## src/rtl/hazard_controller.sv

```systemverilog
// Pipeline sequencing controller: load-use bubbles, redirect flushes, memory-busy freeze
// and saturating performance counters for the five-stage CPU.
module hazard_controller #(
   parameter int LOAD_LAT = 1,
   parameter int CNT_W    = 32
) (
   input  logic             CLK,
   input  logic             Reset,
   input  logic [4:0]       id_rs1,
   input  logic [4:0]       id_rs2,
   input  logic             id_use_rs1,
   input  logic             id_use_rs2,
   input  logic [4:0]       ex_rd,
   input  logic             ex_RegWr,
   input  logic             ex_is_load,
   input  logic             ex_redirect,
   input  logic             mem_busy,
   output logic             pc_write,
   output logic             ifid_write,
   output logic             ifid_flush,
   output logic             idex_write,
   output logic             idex_flush,
   output logic             exmem_write,
   output logic             memwb_bubble,
   output logic [CNT_W-1:0] stall_cycles,
   output logic [CNT_W-1:0] redirect_cnt,
   output logic [CNT_W-1:0] memwait_cnt
);

   localparam logic [1:0] RUN        = 2'd0;
   localparam logic [1:0] LOAD_STALL = 2'd1;
   localparam logic [1:0] MEM_WAIT   = 2'd2;

   localparam logic [2:0]       BCNT_INIT = 3'(LOAD_LAT - 1);
   localparam logic [CNT_W-1:0] CNT_MAX   = '1;

   logic [1:0]       state_q, state_d;
   logic             ret_stall_q, ret_stall_d;
   logic [2:0]       bcnt_q, bcnt_d;
   logic [CNT_W-1:0] stall_cycles_q, stall_cycles_d;
   logic [CNT_W-1:0] redirect_cnt_q, redirect_cnt_d;
   logic [CNT_W-1:0] memwait_cnt_q, memwait_cnt_d;
   logic             load_use;
   logic             in_stall;
   logic             redirect_taken;

   always_comb begin
      load_use = ex_is_load & ex_RegWr & (ex_rd != 5'd0) &
                 ((id_use_rs1 & (id_rs1 == ex_rd)) | (id_use_rs2 & (id_rs2 == ex_rd)));
      // MEM_WAIT resumes as whichever state it froze, so a stall continues seamlessly
      in_stall = (state_q == LOAD_STALL) | ((state_q == MEM_WAIT) & ret_stall_q);

      pc_write       = 1'b1;
      ifid_write     = 1'b1;
      ifid_flush     = 1'b0;
      idex_write     = 1'b1;
      idex_flush     = 1'b0;
      exmem_write    = 1'b1;
      memwb_bubble   = 1'b0;
      state_d        = RUN;
      ret_stall_d    = ret_stall_q;
      bcnt_d         = bcnt_q;
      redirect_taken = 1'b0;

      if (!Reset) begin
         pc_write     = 1'b0;
         ifid_write   = 1'b0;
         ifid_flush   = 1'b1;
         idex_write   = 1'b0;
         idex_flush   = 1'b1;
         exmem_write  = 1'b0;
         memwb_bubble = 1'b1;
         ret_stall_d  = 1'b0;
         bcnt_d       = 3'd0;
      end else if (mem_busy) begin
         pc_write     = 1'b0;
         ifid_write   = 1'b0;
         idex_write   = 1'b0;
         exmem_write  = 1'b0;
         memwb_bubble = 1'b1;
         state_d      = MEM_WAIT;
         ret_stall_d  = in_stall;
      end else if (in_stall) begin
         pc_write    = 1'b0;
         ifid_write  = 1'b0;
         idex_flush  = 1'b1;
         ret_stall_d = 1'b0;
         if (bcnt_q <= 3'd1) begin
            state_d = RUN;
            bcnt_d  = 3'd0;
         end else begin
            state_d = LOAD_STALL;
            bcnt_d  = bcnt_q - 3'd1;
         end
      end else if (ex_redirect) begin
         ifid_flush     = 1'b1;
         idex_flush     = 1'b1;
         ret_stall_d    = 1'b0;
         redirect_taken = 1'b1;
      end else if (load_use) begin
         pc_write    = 1'b0;
         ifid_write  = 1'b0;
         idex_flush  = 1'b1;
         ret_stall_d = 1'b0;
         if (LOAD_LAT > 1) begin
            state_d = LOAD_STALL;
            bcnt_d  = BCNT_INIT;
         end
      end else begin
         ret_stall_d = 1'b0;
      end
   end

   always_comb begin
      stall_cycles_d = stall_cycles_q;
      redirect_cnt_d = redirect_cnt_q;
      memwait_cnt_d  = memwait_cnt_q;
      if (!pc_write && stall_cycles_q != CNT_MAX)
         stall_cycles_d = stall_cycles_q + 1'b1;
      if (redirect_taken && redirect_cnt_q != CNT_MAX)
         redirect_cnt_d = redirect_cnt_q + 1'b1;
      if (mem_busy && state_q != MEM_WAIT && memwait_cnt_q != CNT_MAX)
         memwait_cnt_d = memwait_cnt_q + 1'b1;
   end

   always_ff @(posedge CLK or negedge Reset) begin
      if (!Reset) begin
         state_q        <= RUN;
         ret_stall_q    <= 1'b0;
         bcnt_q         <= 3'd0;
         stall_cycles_q <= '0;
         redirect_cnt_q <= '0;
         memwait_cnt_q  <= '0;
      end else begin
         state_q        <= state_d;
         ret_stall_q    <= ret_stall_d;
         bcnt_q         <= bcnt_d;
         stall_cycles_q <= stall_cycles_d;
         redirect_cnt_q <= redirect_cnt_d;
         memwait_cnt_q  <= memwait_cnt_d;
      end
   end

   assign stall_cycles = stall_cycles_q;
   assign redirect_cnt = redirect_cnt_q;
   assign memwait_cnt  = memwait_cnt_q;

endmodule

```

## config.mk

```make
export PLATFORM = sky130hd
export DESIGN_NAME = hazard_controller
export DESIGN_NICKNAME = d
export VERILOG_FILES = /design/src/rtl/hazard_controller.sv
export SDC_FILE = /design/constraint.sdc
export NUM_CORES = 1
export LEC_CHECK = 0
export BUFFER_PORTS_ARGS = -buffer_cell sky130_fd_sc_hd__buf_2
export CAP_MARGIN = 20
export CELL_PAD_IN_SITES_DETAIL_PLACEMENT = 1
export CELL_PAD_IN_SITES_GLOBAL_PLACEMENT = 2
export CORE_AREA = 8 8 133 135
export CTS_CLUSTER_DIAMETER = 200
export CTS_CLUSTER_SIZE = 40
export DETAILED_ROUTE_END_ITERATION = 8
export DIE_AREA = 0 0 141 143
export PLACE_DENSITY_LB_ADDON = 0.1
export SYNTH_ARGS = -nofsm -noshare
export SYNTH_HDL_FRONTEND = slang
export SYNTH_SLANG_ARGS = --single-unit
```

## constraint.sdc

```tcl
create_clock -name CLK -period 2.51 [get_ports CLK]
set_input_delay 0.3765 -clock CLK [delete_from_list [all_inputs] [get_ports CLK]]
set_output_delay 0.3765 -clock CLK [all_outputs]
set_load 0.02 [all_outputs]
```

==> results.cfg, run 1 <==
[status]
status = completed

[logic_synthesis]
muxShareOfSynthArea = 0.00889
netlist_area_um2 = 5070
synth_top_family_by_area = simple AND/OR/NAND/NOR gates
ys_seq_area_frac = 0.504
yosys_warnings = 0
synth-compound-area-share = 0.0291
synth-simple-area-share = 0.252
synth_fa_ha_area_frac = 0.00988
ys_async_sr_fraction = 1.00
ys_types = 48
syn_avg_cell_area_um2 = 10.6
ys_ff_latch = 102
synth_edf_count = 0
syn_inst = 479
syn-num-nets = 506
synth_ff_type = dfrtp_1
synth_xor_area_frac = 0.176

[sta]
period_minus_slack_ns = 2.38
slew_headroom = 0.511
finalHoldViolations = 0
setup_viol = 0
period_share = 0.947
max_freq_mhz = 421
setup_tns_ns = 0
worstMarginPinSlew_ns = 0.733
finClkSkew_ns = 0.00913
drv_slew = 0
rsz0062_at_grt = false
whs_ns = 0.243

[clocking]
clock-sinks = 102
post_cts_resized = 0
post_cts_buffers = 0
cts_tree = built
cts_hold_buf = 0
clockBufferDepth = 2
clk_pin_slew_ns = 0.07
cts_buffers = 9
insertion_delay_ns = 0.35
htree_num_levels = 3
cts_root_buf = clkbuf_16

[floorplan]
pin_count = 126
die_w_um = 141
die_h_um = 143
die_area_um2 = 20200
coreArea_um2 = 15600
start_util = 0.325
rows = 46

[worst_setup_path]
r2r_start = memwait_cnt[0]$_DFFE_PN0P_
rr_endpoint = memwait_cnt[28]$_DFFE_PN0P_
worst-path-max-fanout = 32
cp-end-kind = output port
cpPeakStageDelay_ns = 0.57
cp.arrival_ns = 2.00
reg2reg_slack_ns = 0.24
crit_chain = buf_2, or4_1, o211ai_1, o311ai_4, buf_12, inv_1, buf_2
crit_type = input pin to output port
ff2ff_path_depth = 7
crit_path_start_kind = input pin
critical_path.most_common_cell = buf_2
crit_slowest_cell = or4_1
cp.required_ns = 2.13

[route]
dr_total_vias = 4062
drt_iter0_markers = 170
drt_wl_total_um = 14200
drcViolationCount = 0
highest_layer = met4
met1Wirelength_um = 6590
ant_nets = 0
dr_wl_met2_um = 6750
wl_met3_um = 702
first_pass_iters = 4
wl_per_cell_um = 17.1
viasPerCell = 4.86

[global_routing]
grt_first_pass_wirelength_um = 24100
grt-ovfl-total = 0
antenna_found_initial = 0
grt_use_total = 0.150
grt_start_max_net_pins = 58
first_global_vias = 4437

[cells_and_area]
final_cell_count_no_fill = 835
drive_gt1_frac = 0.267
insertedDiodeCount = 0
nFillCells = 1792
fin_util = 0.404
area_delta_synth_final_pct = 24.3
num-nets-final = 641

[placed_design]
dp_hpwl_um = 10700
dp.cells = 819
io_buffers = 125
place.gp.congestion = 0.755

[power_and_ir_drop]
p_per_area_nw_per_um2 = 664
p_total_mw = 4.18
leakage_nw = 3.06
ir_worst_vdd_mv = 0.381

[hold_path]
hold_class = input pin to async pin

[run]
cap_violations = 0
==> flip-flops by register name, indices dropped and copies added, names as in the netlist <==
name and cells:
memwait_cnt 32, stall_cycles 32, state_q 2, bcnt_q 3, ret_stall_q 1, redirect_cnt 32
==> layout by cell type (no fill, tap or decap), types with 2 or more instances in the layout <==
cell,netlist,final
clkbuf_1,2,2
xnor2_1,76,76
nor3b_1,2,2
nand2b_1,3,3
o21ai_0,3,3
a21oi_1,3,3
dfrtp_1,102,102
inv_1,10,10
nor2b_1,2,2
nor3_1,4,4
xor2_1,26,26
mux2_2,4,4
and2_0,2,2
nor2_1,31,31
nand2_1,39,39
nor4_1,3,3
nand3b_1,2,2
and4_1,11,11
clkinvlp_4,0,2
and2_1,5,5
nand4_1,35,35
clkbuf_16,0,9
buf_2,7,124
and3_1,31,31
nand3_1,47,47
buf_4,2,11
ha_1,4,4
==> cells by family after synthesis <==
family,count (synthesis)
simple gates,229
xor+xnor,102
flops,102
buf+inv,22
compound gates,16
mux,4
fa+ha+maj,4
==> area by class of cell <==
class	instances	area [um^2]	area share
repair buffers	136	723	0.115
well taps	216	270	0.0429
clock inverters	5	58.8	0.00933
clock buffers	11	233	0.0369
multi-input cells	355	2420	0.385
inverters	10	37.5	0.00596
flip-flops and latches	102	2550	0.405
==> power by group <==
part	internal [mW]	total (mW)	switching [mW]
clock network	0.777	1.42	0.640
logic	0.312	0.788	0.476
registers	1.79	1.98	0.191
total	2.88	4.18	1.31
==> critical path, delay by kind of cell <==
kind | cells | cell delay, ns
buffers and inverters | 4 | 0.54
AND/OR/NAND/NOR | 1 | 0.57
AO/OA/AOI/OAI | 2 | 0.48
==> worst max path at each step <==
stage / startpoint / end / slack (ns) / cells after the start
floorplan: ex_rd[3] / pc_write / 0.31 / 7
global placement: ex_rd[3] / pc_write / 0.17 / 8
detailed placement: ex_rd[3] / ifid_write / 0.12 / 8
CTS: ex_rd[3] / ifid_write / 0.12 / 8
global route: ex_rd[1] / ifid_write / 0.03 / 7
finish: ex_rd[1] / ifid_write / 0.13 / 7
==> through the flow <==
stage	setup slack, ns	instance area, um^2
global route	0.0271	6300
global placement	0.174	6010
detailed placement	0.119	6010
finish	0.133	6300
floorplan	0.311	5070
CTS	0.120	6300
==> routing by layer <==
metal | global-route usage | vias up
li1 | - | 1945
met1 | 0.194 | 2018
met2 | 0.240 | 87
met3 | 0.0354 | 12
met4 | 0.0526 | 0
met5 | 0 | -
==> cells in the mapped netlist, types with 3 or more instances <==
library cell    n  area (um^2)
buf_2           7         35.0
nor4_1          3         18.8
dfrtp_1       102         2550
xnor2_1        76          666
nor3_1          4         20.0
xor2_1         26          228
and2_1          5         31.3
and4_1         11         96.3
nand2_1        39          146
o21ai_0         3         15.0
nand3_1        47          235
nor2_1         31          116
inv_1          10         37.5
and3_1         31          194
ha_1            4         50.1
nand4_1        35          219
a21oi_1         3         15.0
mux2_2          4         45.0
nand2b_1        3         18.8
(Power assumes the default switching activity.)
==> run 2: changes to the inputs <==
==> config.mk (replaced) <==
export PLATFORM = sky130hd
export DESIGN_NAME = hazard_controller
export DESIGN_NICKNAME = d
export VERILOG_FILES = /design/src/rtl/hazard_controller.sv
export SDC_FILE = /design/constraint.sdc
export NUM_CORES = 1
export LEC_CHECK = 0
export BUFFER_PORTS_ARGS = -buffer_cell sky130_fd_sc_hd__clkbuf_2
export CAP_MARGIN = 20
export CELL_PAD_IN_SITES_DETAIL_PLACEMENT = 2
export CELL_PAD_IN_SITES_GLOBAL_PLACEMENT = 2
export CORE_AREA = 8 8 133 135
export CTS_CLUSTER_DIAMETER = 200
export CTS_CLUSTER_SIZE = 40
export DETAILED_ROUTE_END_ITERATION = 8
export DIE_AREA = 0 0 141 143
export PLACE_DENSITY_LB_ADDON = 0.3
export SYNTH_ARGS = -nofsm -noshare
export SYNTH_HDL_FRONTEND = slang
export SYNTH_SLANG_ARGS = --single-unit
==> run 2 against run 1 <==
- combinational power fell by 2%
- sequential cell count did not move
- final cell count rose by 0.48%
- maximum frequency rose by 3.3%
- design area rose by 0.30%
- critical path type unchanged
==> results.cfg, run 2 (synthesis gave the netlist of run 1 again) <==
[floorplan]
coreArea_um2 = 15600
die_w_um = 141
die_h_um = 143
start_util = 0.325
pin_count = 126
rows = 46
die_area_um2 = 20200

[global_routing]
antenna_found_initial = 0
first_global_vias = 4753
grt_first_pass_wirelength_um = 25400
grt-ovfl-total = 0
grt_start_max_net_pins = 65
grt_use_total = 0.157

[sta]
drv_slew = 0
setup_tns_ns = 0
finClkSkew_ns = 0.00791
slew_headroom = 0.439
max_freq_mhz = 435
period_minus_slack_ns = 2.30
worstMarginPinSlew_ns = 0.841
period_share = 0.917
setup_viol = 0
finalHoldViolations = 0
rsz0062_at_grt = false

[clocking]
cts_buffers = 9
cts_hold_buf = 0
clk_pin_slew_ns = 0.07
clock-sinks = 102
htree_num_levels = 3
clockBufferDepth = 2
insertion_delay_ns = 0.35
post_cts_buffers = 0
cts_root_buf = clkbuf_16
cts_tree = built
post_cts_resized = 0

[run]
cap_violations = 0

[power_and_ir_drop]
leakage_nw = 3.00
pwr-share-comb = 0.185
pwr-share-clk = 0.338
ir_worst_vdd_mv = 0.395
switching_power_mw = 1.31
switching_share = 0.314
intPower_mw = 2.86
p_per_area_nw_per_um2 = 661
pwr-share-seq = 0.477

[status]
status = completed

[worst_setup_path]
ff2ff_path_depth = 7
cp.arrival_ns = 1.92
cp-end-kind = output port
cp.required_ns = 2.13
worst-path-max-fanout = 4
crit_path_start_kind = input pin
crit_type = input pin to output port

[hold_path]
hold_class = input pin to async pin

[cells_and_area]
drive_gt1_frac = 0.271
num-nets-final = 645
area_delta_synth_final_pct = 24.7
insertedDiodeCount = 0
fin_area_um2 = 6320
final_cell_mix = clkbuf_2 (124), dfrtp_1 (102), xnor2_1 (76), nand3_1 (47), nand2_1 (39)
final_common_cell = clkbuf_2
final_cell_count_no_fill = 839
nFillCells = 1693

[route]
drcViolationCount = 0
ant_nets = 0
viasPerCell = 4.93
drt_wl_total_um = 15200
drt_iter0_markers = 167
wl_per_cell_um = 18.2
dr_total_vias = 4136
first_pass_iters = 4

[placed_design]
dpl_cell_area_um2 = 6030
dp_hpwl_um = 11700
dp.cells = 823
io_buffers = 125
place.gp.congestion = 0.804
## run 2: changes by cell type in the layout (fill, tap and decap cells not counted)
| cell | change |
|---|---|
| buf_2 | -124 |
| clkbuf_2 | +124 |
| buf_4 | +5 |
| clkinvlp_4 | +2 |
| buf_12 | -1 |
| clkinv_2 | -1 |
| inv_6 | -1 |
## run 2: metrics by stage
stage	utilization	hold WS, ns	total power [mW]	worst slack, ns
floorplan	-	0.0809	2.44	0.311
global placement	0.386	0.475	2.78	0.269
detailed placement	0.386	0.483	2.83	0.161
CTS	0.405	0.173	4.26	0.197
global route	0.405	0.191	4.40	0.0152
finish	0.405	0.157	4.18	0.209
## run 2: worst paths after layout
| path | slack, ns | endpoint | startpoint |
|---|---|---|---|
| worst max-delay path | 0.21 | pc_write | ex_rd[3] |
| worst min-delay path | 0.16 | memwait_cnt[24]$_DFFE_PN0P_ | Reset |
| max in group asynchronous | 1.11 | stall_cycles[11]$_DFFE_PN0P_ | Reset |
| worst max register to register | 0.24 | redirect_cnt[22]$_DFFE_PN0P_ | redirect_cnt[0]$_DFFE_PN0P_ |
| min in group CLK | 0.44 | state_q[1]$_DFF_PN0_ | mem_busy |
| worst min register to register | 0.49 | memwait_cnt[28]$_DFFE_PN0P_ | memwait_cnt[28]$_DFFE_PN0P_ |
## run 2: power groups by stage
stage	Sequential [mW]	Combinational (mW)	Clock (mW)
detailed placement	2.03	0.798	0
floorplan	2.15	0.293	0
CTS	2.00	0.801	1.46
finish	1.99	0.773	1.41
global route	2.03	0.857	1.52
global placement	2.02	0.762	0
## run 2: layer usage
layer  routed length (um)  GRT usage  up-vias
met5                    0          0        -
met4                  246     0.0583        0
met3                  616     0.0327       15
met2                 7820      0.280       78
met1                 6560      0.182     2098
li1                     -          -     1945
## run 2: layout make-up
cell class                      count  area, um^2  area share
Clock inverter                      5        60.1     0.00950
Multi-Input combinational cell    355        2420       0.384
Tap cell                          216         270      0.0428
Inverter                           10        37.5     0.00594
Sequential cell                   102        2550       0.404
Timing Repair Buffer              140         741       0.117
Clock buffer                       11         233      0.0368
## run 2: worst max-delay path: stages
cell and delay [ns]:
clkbuf_2 0.11, xor2_1 0.17, nor4_1 0.33, a32oi_1 0.22
o311ai_4 0.37, inv_1 0.16, clkbuf_2 0.19
